[src/rtl/smc_counter_lite.sv]
`default_nettype none
// ============================================================================
//  Module   : smc_counter_lite
//  Purpose  : Per-access timing counters (CSLE / WS / CSTE) and timing stores
//             feeding the lite SMC state machine.
//  Revision : 1.0  initial release
// ============================================================================
module smc_counter_lite #(
   parameter int WS_W   = 8,
   parameter int EDGE_W = 2
) (
   input  logic              sys_clk,
   input  logic              sys_reset,
   input  logic              valid_access,
   input  logic              le_enable,
   input  logic              ws_enable,
   input  logic              cste_enable,
   input  logic              smc_done,
   input  logic              mac_done,
   input  logic [EDGE_W-1:0] cfg_csle,
   input  logic [WS_W-1:0]   cfg_ws,
   input  logic [EDGE_W-1:0] cfg_cste,
   input  logic [EDGE_W-1:0] cfg_oete,
   output logic [EDGE_W-1:0] r_csle_count,
   output logic [WS_W-1:0]   r_ws_count,
   output logic [EDGE_W-1:0] r_cste_count,
   output logic [EDGE_W-1:0] r_csle_store,
   output logic [EDGE_W-1:0] r_oete_store,
   output logic [WS_W-1:0]   r_ws_store,
   output logic [EDGE_W-1:0] r_cste_store,
   output logic              counts_zero
);

   localparam logic [EDGE_W-1:0] c_EDGE_ONE = EDGE_W'(1);
   localparam logic [WS_W-1:0]   c_WS_ONE   = WS_W'(1);

   // Next beat of a multiple access: replay the timings captured at its start.
   logic w_reload;
   assign w_reload = smc_done & ~mac_done & ~valid_access;

   always_ff @(posedge sys_clk or posedge sys_reset) begin
      if (sys_reset) begin
         r_csle_store <= '0;
         r_oete_store <= '0;
         r_ws_store   <= '0;
         r_cste_store <= '0;
      end else if (valid_access) begin
         r_csle_store <= cfg_csle;
         r_oete_store <= cfg_oete;
         r_ws_store   <= cfg_ws;
         r_cste_store <= cfg_cste;
      end
   end

   // Decrements saturate at zero; load beats reload beats decrement.
   always_ff @(posedge sys_clk or posedge sys_reset) begin
      if (sys_reset) begin
         r_csle_count <= '0;
         r_ws_count   <= '0;
         r_cste_count <= '0;
      end else if (valid_access) begin
         r_csle_count <= cfg_csle;
         r_ws_count   <= cfg_ws;
         r_cste_count <= cfg_cste;
      end else if (w_reload) begin
         r_csle_count <= r_csle_store;
         r_ws_count   <= r_ws_store;
         r_cste_count <= r_cste_store;
      end else begin
         if (le_enable && (r_csle_count != '0))
            r_csle_count <= r_csle_count - c_EDGE_ONE;
         if (ws_enable && (r_ws_count != '0))
            r_ws_count <= r_ws_count - c_WS_ONE;
         if (cste_enable && (r_cste_count != '0))
            r_cste_count <= r_cste_count - c_EDGE_ONE;
      end
   end

   assign counts_zero = (r_csle_count == '0) && (r_ws_count == '0) &&
                        (r_cste_count == '0);

endmodule
`default_nettype wire

[config.mk]
export PLATFORM = sky130hd
export DESIGN_NAME = smc_counter_lite
export DESIGN_NICKNAME = d
export VERILOG_FILES = /design/src/rtl/smc_counter_lite.sv
export SDC_FILE = /design/constraint.sdc
export NUM_CORES = 1
export LEC_CHECK = 0
export CAP_MARGIN = 20
export CORE_ASPECT_RATIO = 1.75
export CORE_MARGIN = 2
export CORE_UTILIZATION = 45
export DETAILED_ROUTE_END_ITERATION = 16
export PLACE_DENSITY = 0.88
export SLEW_MARGIN = 10
export SYNTH_ARGS = -nofsm -noshare
export SYNTH_HDL_FRONTEND = slang
export SYNTH_SLANG_ARGS = --single-unit
[constraint.sdc]
create_clock -name sys_clk -period 2.7 [get_ports sys_clk]
set_input_delay 0.405 -clock sys_clk [delete_from_list [all_inputs] [get_ports sys_clk]]
set_output_delay 0.405 -clock sys_clk [all_outputs]
set_load 0.01 [all_outputs]
==> results of run 1 <==
## area by class of cell
cell class,instances,area share
Sequential cell,26,0.326
Inverter,16,0.0301
Multi-Input combinational cell,96,0.332
Clock buffer,4,0.0276
Tap cell,42,0.0264
Timing Repair Buffer,52,0.257
## how the worst max path moves through the flow
stage	cells past startpoint	endpoint	slack [ns]
floorplan	5	counts_zero	0.71
global placement	5	counts_zero	0.41
detailed placement	5	counts_zero	0.37
CTS	5	counts_zero	0.04
global route	5	counts_zero	0.33
finish	5	counts_zero	0.44
## report_power, final
group | switching, mW | internal, mW | total [mW]
Sequential | 0.0489 | 0.438 | 0.487
Clock | 0.124 | 0.130 | 0.255
Combinational | 0.161 | 0.195 | 0.356
Total | 0.334 | 0.764 | 1.10
## cells by family after synthesis
group,Yosys count
adder cells (fa/ha/maj),3
multiplexers,10
AND/OR/NAND/NOR,41
XOR/XNOR,3
flip-flops,26
buffers and inverters,23
AO/OA/AOI/OAI,39
## layer usage
layer	global-route usage	routed length [um]
met1	0.270	1430
met2	0.375	1950
met3	0.0395	210
met4	0.0971	47
met5	0	0
## tightest hold or removal path: stages
cell and delay [ns]:
clkdlybuf4s50_1 0.40, inv_1 0.06, buf_4 0.32
## through the flow
stage	instances	hold WS, ns	setup WS (ns)	instance area (um2)	utilization
CTS	236	0.509	0.0367	1990	0.672
global route	236	0.521	0.334	1990	0.673
floorplan	145	0.445	0.712	1410	-
detailed placement	232	0.500	0.368	1940	0.654
global placement	232	0.496	0.406	1940	0.654
finish	236	0.491	0.440	1990	0.673
## cell usage after synthesis, types with 2 or more instances
| library cell | number |
|---|---|
| a221oi_1 | 2 |
| a31oi_1 | 2 |
| dfrtp_1 | 26 |
| nor2_1 | 2 |
| a211oi_1 | 3 |
| xnor2_1 | 2 |
| o31ai_1 | 2 |
| mux2_2 | 8 |
| o211ai_1 | 2 |
| o22ai_1 | 2 |
| inv_1 | 16 |
| o21ai_0 | 11 |
| a21oi_1 | 8 |
| nand2_1 | 11 |
| nand3_1 | 3 |
| nand2b_1 | 4 |
| ha_1 | 3 |
| nor3_1 | 7 |
| clkbuf_1 | 3 |
| or3_2 | 2 |
| nor3b_1 | 5 |
| buf_1 | 2 |
## flip-flops by register name, summed over array words and instances (netlist names)
signal and flops:
r_csle_count 2, r_csle_store 2, r_cste_count 2, r_cste_store 2
r_oete_store 2, r_ws_count 8, r_ws_store 8
==> metrics.cfg, run 1 <==
[sta]
fin_crit_ns = 2.26
post-route-period-util = 0.837
fin_worst_skew_ns = 0.00639
setup_viol_count_final = 0
relSlewSlack = 0.718
setup_tns_ns = 0
finalMaxSlewViolations = 0
rsz0062_at_grt = no
max_freq_mhz = 443
worst_slew_pin_slew_ns = 0.422
finalHoldViolations = 0

[pwr]
p_leak_nw = 0.844
p_per_area_nw_per_um2 = 551
vdd_drop_max_uv = 431
power.total_mw = 1.10

[yosys]
synthCells = 145
synthFlopType = dfrtp_1
synthXorXnorAreaFrac = 0.0187
ys_seq_elements = 26
synth-compound-area-share = 0.182
yosysUniqueCellTypes = 41
synth_nets = 170
synth_top_area_frac = 0.462
ys_async_sr_fraction = 1.00
synth_fa_ha_area_frac = 0.0267
synth_simple_gate_area_share = 0.161
synth_edf_count = 0
synth_area_leaders = dfrtp_1, mux2_2, inv_1, o21ai_0, nand2_1
syn_area_per_cell_um2 = 9.71
synthMuxAreaShare = 0.0818
yosysTopAreaCell = dfrtp_1
seq_area_frac_synth = 0.462
syn_area_um2 = 1410
synth_top_family_by_area = compound AO/OA/AOI/OAI gates
yosysWarnings = 0

[setup_path]
start_kind = register
cp_slowest_cell = or4b_1
worst_setup_path_end_kind = output pin
r2r_setup_slack_ns = 0.62
critical_path_class = register to output pin
cp.arrival_ns = 1.85
crit_path_cell_trace = inv_1 -> ha_1 -> or4b_1 -> nor3_1 -> dlymetal6s2s_1
r2r_cells = 7
r2r_end = r_ws_count[1]
timing.rr.start = r_ws_count[0]
cpPeakStageDelay_ns = 0.47
cp_max_fo = 5
cp-startpoint = r_ws_count[0]
critPathBufInv = 2
required_ns = 2.30
critical_path.top_delay_family = simple AND/OR/NAND/NOR gates

[placed_design]
place_congestion = 0.799
place_hpwl_mm = 2.69
io_buffer_count = 48

[drt]
wire_per_inst_um = 15.4
dr.pass1.iters = 4
drtIter0Drc = 35
drc_errors = 0
vias = 1287
drt_wl_total_mm = 3.64
viasPerCell = 5.45
postRouteAntennaNets = 0

[cts]
post_cts_buffers = 0
htree_num_levels = 1
cts_buffers = 3
clock_latency_ns = 0.27
cts_resized = 0
clockBufferDepth = 2
cts.sinks = 26
tritoncts = done
hold_buffers = 0
clockRootBuffer = clkbuf_8
clkTransAtPathRegs_ns = 0.09

[final_layout]
final_nets = 220
syn2layout_area_growth_pct = 41.6
n_fill_cell = 219
diodes = 0
final_cell_mix = clkdlybuf4s50_1, dfrtp_1, inv_1, nand2_1, o21ai_0
multi_input_area_um2 = 662
seq_area_um2 = 651
drive_gt1_frac = 0.124
final_common_cell = clkdlybuf4s50_1

[floorplanning]
rows = 26
coreArea_um2 = 2960
die_w_um = 46.3
boundaryPins = 49
dieArea_um2 = 3610
start_util = 0.475
die_h_um = 78.0

[global_route]
grt_pass1_vias = 1386
gr-total-overflow = 0
antenna_found_initial = 0
grt_first_pass_wirelength_mm = 6.06
grt_max_degree = 38
track_usage = 0.226

[job]
maxCapViolations = 0

[worst_hold_path]
min_path_type = primary input to asynchronous set/reset pin

[outcome]
status = complete, no violations

(Power assumes the default switching activity.)
==> run 2, diff against run 1 <==
==> constraint.sdc (replaced) <==
create_clock -name sys_clk -period 2.2 [get_ports sys_clk]
set_input_delay 0.33 -clock sys_clk [delete_from_list [all_inputs] [get_ports sys_clk]]
set_output_delay 0.33 -clock sys_clk [all_outputs]
set_load 0.01 [all_outputs]
==> run 2 against run 1 <==
  * Critical path depth stayed put
  * First-iteration DRC count increased by 26%
  * Utilization rose by 3.1 points
  * Routed wire length up 12%
  * Critical path type unchanged
  * Critical endpoint unchanged
==> metrics.cfg, run 2 (synthesis results as in run 1) <==
[sta]
max_freq_mhz = 478
setup_tns_ns = 0
finalHoldViolations = 0
fin_crit_ns = 2.09
worst_slew_pin_slew_ns = 0.414
fin_worst_skew_ns = 0.00154
relSlewSlack = 0.724
finalMaxSlewViolations = 0
rsz0062_at_grt = no
setup_viol_count_final = 0
post-route-period-util = 0.951
whs_ns = 0.440

[drt]
drt_wl_total_mm = 4.08
dr.pass1.iters = 5
wire_per_inst_um = 16.7
vias = 1356
drc_errors = 0
viasPerCell = 5.56
drtIter0Drc = 44
postRouteAntennaNets = 0

[floorplanning]
rows = 26
die_h_um = 78.0
start_util = 0.475
coreArea_um2 = 2960
boundaryPins = 49
dieArea_um2 = 3610
die_w_um = 46.3

[pwr]
vdd_drop_max_uv = 542
p_int_mw = 1.05
p_sw_frac = 0.293
p_leak_nw = 0.879
p_comb_frac = 0.341
p_per_area_nw_per_um2 = 715
clockPowerShare = 0.270
switching_power_mw = 0.437
pwr-share-seq = 0.388

[global_route]
grt_max_degree = 41
gr-total-overflow = 0
antenna_found_initial = 0
grt_pass1_vias = 1403
grt_first_pass_wirelength_mm = 6.53
track_usage = 0.250

[final_layout]
fin_area_um2 = 2090
final_common_cell = clkdlybuf4s50_1
final_nets = 228
top_regs = r_ws_count (8), r_ws_store (8)
fin_util = 0.705
syn2layout_area_growth_pct = 48.2
drive_gt1_frac = 0.178
final_cell_mix = clkdlybuf4s50_1, dfrtp_1, inv_1
diodes = 0
n_fill_cell = 195

[setup_path]
timing.rr.start = r_ws_count[1]
crit_path_cell_trace = inv_1 -> ha_2 -> or4b_4 -> nor3_2 -> buf_2
critical_path.top_delay_family = simple AND/OR/NAND/NOR gates
worst_setup_path_end_kind = output pin
critPathBufInv = 2
cp_max_fo = 2
cpPeakStageDelay_ns = 0.48
r2r_cells = 7
r2r_setup_slack_ns = 0.15
critical_path_class = register to output pin
start_kind = register
cp_slowest_cell = or4b_4
r2r_end = r_ws_count[4]
cp_num_cells = 5
cp.arrival_ns = 1.76
required_ns = 1.87

[placed_design]
place_area_um2 = 2010
place_congestion = 0.858
place_hpwl_mm = 3.11
io_buffer_count = 48

[outcome]
status = complete, no violations

[cts]
hold_buffers = 0
cts_buffers = 3
tritoncts = done
clock_latency_ns = 0.28
cts.sinks = 26
htree_num_levels = 1
clockRootBuffer = clkbuf_8
clockBufferDepth = 2
clkTransAtPathRegs_ns = 0.09

[job]
maxCapViolations = 0

[worst_hold_path]
min_path_type = primary input to asynchronous set/reset pin

==> run 2: changes by cell type in the layout (fill, tap and decap cells not counted) <==
cell,delta
clkbuf_8,-1
ha_1,-1
or4b_4,+1
buf_12,+1
bufinv_16,+1
or4b_1,-1
nor3_1,-1
nor3_2,+1
ha_2,+1
dlymetal6s2s_1,-1
buf_2,+1
buf_4,+7
==> run 2: final cells by class <==
type                       instances  area, um2  area share
sequential                        26        651       0.312
timing repair buffer              60        578       0.277
inverter                          16       60.1      0.0288
multi-input combinational         96        673       0.323
tap                               42       52.6      0.0252
clock buffer                       3       41.3      0.0198
clock inverter                     1       30.0      0.0144
==> run 2: what timing repair did <==
action,4_1_cts,5_1_grt
buffers inserted,0,0
resized for setup,6,2
setup endpoints to repair,1,1
==> run 2: worst max path at each step <==
stage / from / endpoint / slack [ns]
final: r_ws_count[1] / counts_zero / 0.11
after global routing: r_ws_count[0] / counts_zero / 0.002
after CTS: r_ws_count[1] / counts_zero / 0.10
after detailed placement: r_ws_count[1] / counts_zero / -0.01
after global placement: r_ws_count[0] / counts_zero / 0.04
after floorplan: r_ws_count[0] / counts_zero / 0.29
==> run 2: routing by layer <==
layer	routed length [um]	up-vias	GRT usage	part of all wire
li1	-	633	-	-
met2	2250	47	0.426	0.55
met3	191	11	0.0372	0.047
met4	133	0	0.111	0.033
met5	0	-	0	0
met1	1500	665	0.290	0.37
==> run 2: per-stage QoR <==
| stage | std cells | power, mW | setup slack (ns) |
|---|---|---|---|
| 2_1_floorplan | 145 | 0.820 | 0.287 |
| 3_3_place_gp | 240 | 1.06 | 0.0374 |
| 3_5_place_dp | 240 | 1.08 | -0.0144 |
| 4_1_cts | 244 | 1.49 | 0.102 |
| 5_1_grt | 244 | 1.55 | 0.00223 |
| 6_report | 244 | 1.49 | 0.108 |
==> run 2: worst min-delay path, delay by kind of cell <==
kind,cells,cell delay [ns]
buf+inv,3,0.80
==> run 2: power groups by stage <==
stage	clock network, mW	registers [mW]	logic [mW]
2_1_floorplan	0	0.623	0.197
3_3_place_gp	0	0.582	0.477
3_5_place_dp	0	0.587	0.498
4_1_cts	0.402	0.579	0.505
5_1_grt	0.422	0.587	0.546
6_report	0.403	0.579	0.509
==> run 3, diff against run 2 <==
--- a/config.mk
+++ b/config.mk
@@ -5,12 +5,14 @@
 export SDC_FILE = /design/constraint.sdc
 export NUM_CORES = 1
 export LEC_CHECK = 0
+export ABC_AREA = 1
 export CAP_MARGIN = 20
 export CORE_ASPECT_RATIO = 1.75
 export CORE_MARGIN = 2
 export CORE_UTILIZATION = 45
 export DETAILED_ROUTE_END_ITERATION = 16
-export PLACE_DENSITY = 0.88
+export PLACE_DENSITY = 0.87
+export SKIP_CTS_REPAIR_TIMING = 1
 export SLEW_MARGIN = 10
 export SYNTH_ARGS = -nofsm -noshare
 export SYNTH_HDL_FRONTEND = slang
==> run 3 against run 2 <==
  * Clock power is 33% lower
  * Via count is 3.1% lower
  * First-iteration DRC count is 57% lower
  * Worst setup slack better by 0.14 ns
  * Count of clock-buffer cells in the layout stayed put
==> metrics.cfg, run 3 <==
[cts]
cts_buffers = 3
htree_num_levels = 1
clockRootBuffer = clkbuf_8
tritoncts = done
cts.sinks = 26
clkTransAtPathRegs_ns = 0.09
clockBufferDepth = 2
clock_latency_ns = 0.27

[final_layout]
final_cell_mix = nand2_1, clkdlybuf4s50_1, dfrtp_1, inv_1
n_fill_cell = 296
diodes = 0
instances_no_fill = 272
final_nets = 256
drive_gt1_frac = 0.114
seq_area_um2 = 651
multi_input_area_um2 = 674
syn2layout_area_growth_pct = 38.6
final_common_cell = nand2_1
top_regs = r_ws_count (8), r_ws_store (8)

[setup_path]
cp-startpoint = r_ws_count[0]
cp_slowest_cell = dfrtp_1
cp-endpoint = counts_zero
timing.rr.start = r_ws_count[0]
start_kind = register
path_common_cell = inv_1
cp.arrival_ns = 1.62
cp_num_cells = 7
r2r_setup_slack_ns = 0.69
critPathBufInv = 3
cpPeakStageDelay_ns = 0.41
r2r_end = r_ws_count[2]
critical_path.top_delay_family = flip-flops
r2r_cells = 9
crit_path_cell_trace = inv_1 -> ha_1 -> inv_1 -> nor2_4 -> nand3_4 -> nor3_1 -> dlymetal6s2s_1
critical_path_class = register to output pin
required_ns = 1.87
worst_setup_path_end_kind = output pin
cp_max_fo = 4

[sta]
finalHoldViolations = 0
rsz0062_at_grt = no
max_freq_mhz = 513
post-route-period-util = 0.887
worst_slew_pin_slew_ns = 0.379
fin_worst_skew_ns = 0.00242
setup_viol_count_final = 0
whs_ns = 0.412
finalMaxSlewViolations = 0
relSlewSlack = 0.746
fin_crit_ns = 1.95

[floorplanning]
die_w_um = 46.7
rows = 27
boundaryPins = 49
coreArea_um2 = 3110
dieArea_um2 = 3680
start_util = 0.463
die_h_um = 78.8

[global_route]
gr-total-overflow = 0
track_usage = 0.222
grt_max_degree = 27
grt_first_pass_wirelength_mm = 5.93
antenna_found_initial = 0
grt_pass1_vias = 1324

[yosys]
synthCells = 180
yosysMostFrequentCell = nand2_1
synth_edf_count = 0
synthFlopType = dfrtp_1
syn_area_per_cell_um2 = 7.99
yosysWarnings = 0
yosysUniqueCellTypes = 23
synth_area_leaders = dfrtp_1, nand2_1, o21ai_2, inv_1, o21ai_0
syn_area_um2 = 1440
synth_nets = 205
ys_async_sr_fraction = 1.00
yosysTopAreaCell = dfrtp_1
synth_top_area_frac = 0.453
seq_area_frac_synth = 0.453
ys_seq_elements = 26
synth_common_cells = nand2_1, dfrtp_1, inv_1

[drt]
viasPerCell = 4.83
postRouteAntennaNets = 0
dr.pass1.iters = 4
drc_errors = 0
wire_per_inst_um = 12.7
drtIter0Drc = 19
drt_wl_total_mm = 3.45
vias = 1314

[placed_design]
placed_cells = 269
place_congestion = 0.834
place_hpwl_mm = 2.72
io_buffer_count = 48

[pwr]
p_leak_nw = 0.962
vdd_drop_max_uv = 507
p_per_area_nw_per_um2 = 668

[worst_hold_path]
min_path_type = primary input to asynchronous set/reset pin

[job]
maxCapViolations = 0

[outcome]
status = complete, no violations

[run 3: changes by cell type in the layout (fill, tap and decap cells not counted), moves of 3 or more]
cell / previous run / this run
mux2_2: 8 / 0
nor2_1: 2 / 9
nand2_2: 1 / 5
a211oi_1: 3 / 0
nor3b_1: 5 / 0
o21ai_2: 0 / 7
nand2_1: 11 / 71
buf_4: 11 / 3
o21ai_1: 1 / 7
a21oi_1: 8 / 0
nand2b_1: 4 / 0
[run 3: final cells by class]
type | count | share of cell area
repair buffers | 51 | 0.254
multi-input cells | 132 | 0.339
inverters | 17 | 0.0333
flip-flops and latches | 26 | 0.327
well taps | 43 | 0.0270
clock buffers | 3 | 0.0207
[run 3: kinds of logic (layout without fill, tap and decap cells)]
logic type / Yosys count / after routing / share of synthesized area
buf+inv: 22 / 71 / 0.0783
compound gates: 30 / 30 / 0.141
fa+ha+maj: 3 / 3 / 0.0261
flops: 26 / 26 / 0.453
simple gates: 99 / 99 / 0.302
[run 3: where the power goes]
part           switching (mW)  total [mW]  internal [mW]
Clock                   0.148       0.271          0.123
Sequential             0.0518       0.592          0.540
Combinational           0.239       0.467          0.228
Total                   0.439        1.33          0.891
[run 3: worst min-delay path by stage]
stage,start,endpoint,slack [ns],depth (start not counted)
after CTS,sys_reset,r_ws_store[4],0.43,3
after detailed placement,r_oete_store[1],r_oete_store[1],0.46,2
after global placement,r_oete_store[1],r_oete_store[1],0.46,2
final,sys_reset,r_ws_store[4],0.41,3
after floorplan,sys_reset,r_csle_count[0],0.37,1
after global routing,sys_reset,r_cste_store[1],0.47,3
[run 3: routing by layer]
layer	vias to the layer above	part of all wire	track usage
li1	670	-	-
met2	28	0.56	0.382
met1	612	0.40	0.264
met5	-	0	0
met3	4	0.026	0.0341
met4	0	0.016	0.0861
[run 3: per-stage QoR]
stage          setup WS, ns  power, mW  TNS, ns   util  cell area [um2]
2_1_floorplan         0.631      0.852        0      -             1440
3_3_place_gp          0.162       1.06        0  0.627             1950
3_5_place_dp          0.152       1.07        0  0.627             1950
4_1_cts              -0.157       1.34   -0.157  0.640             1990
5_1_grt               0.112       1.42        0  0.641             1990
6_report              0.249       1.33        0  0.641             1990
[run 3: tightest hold or removal path, stage by stage]
cell and delay, ns:
clkdlybuf4s50_1 0.40, inv_1 0.05, buf_4 0.31
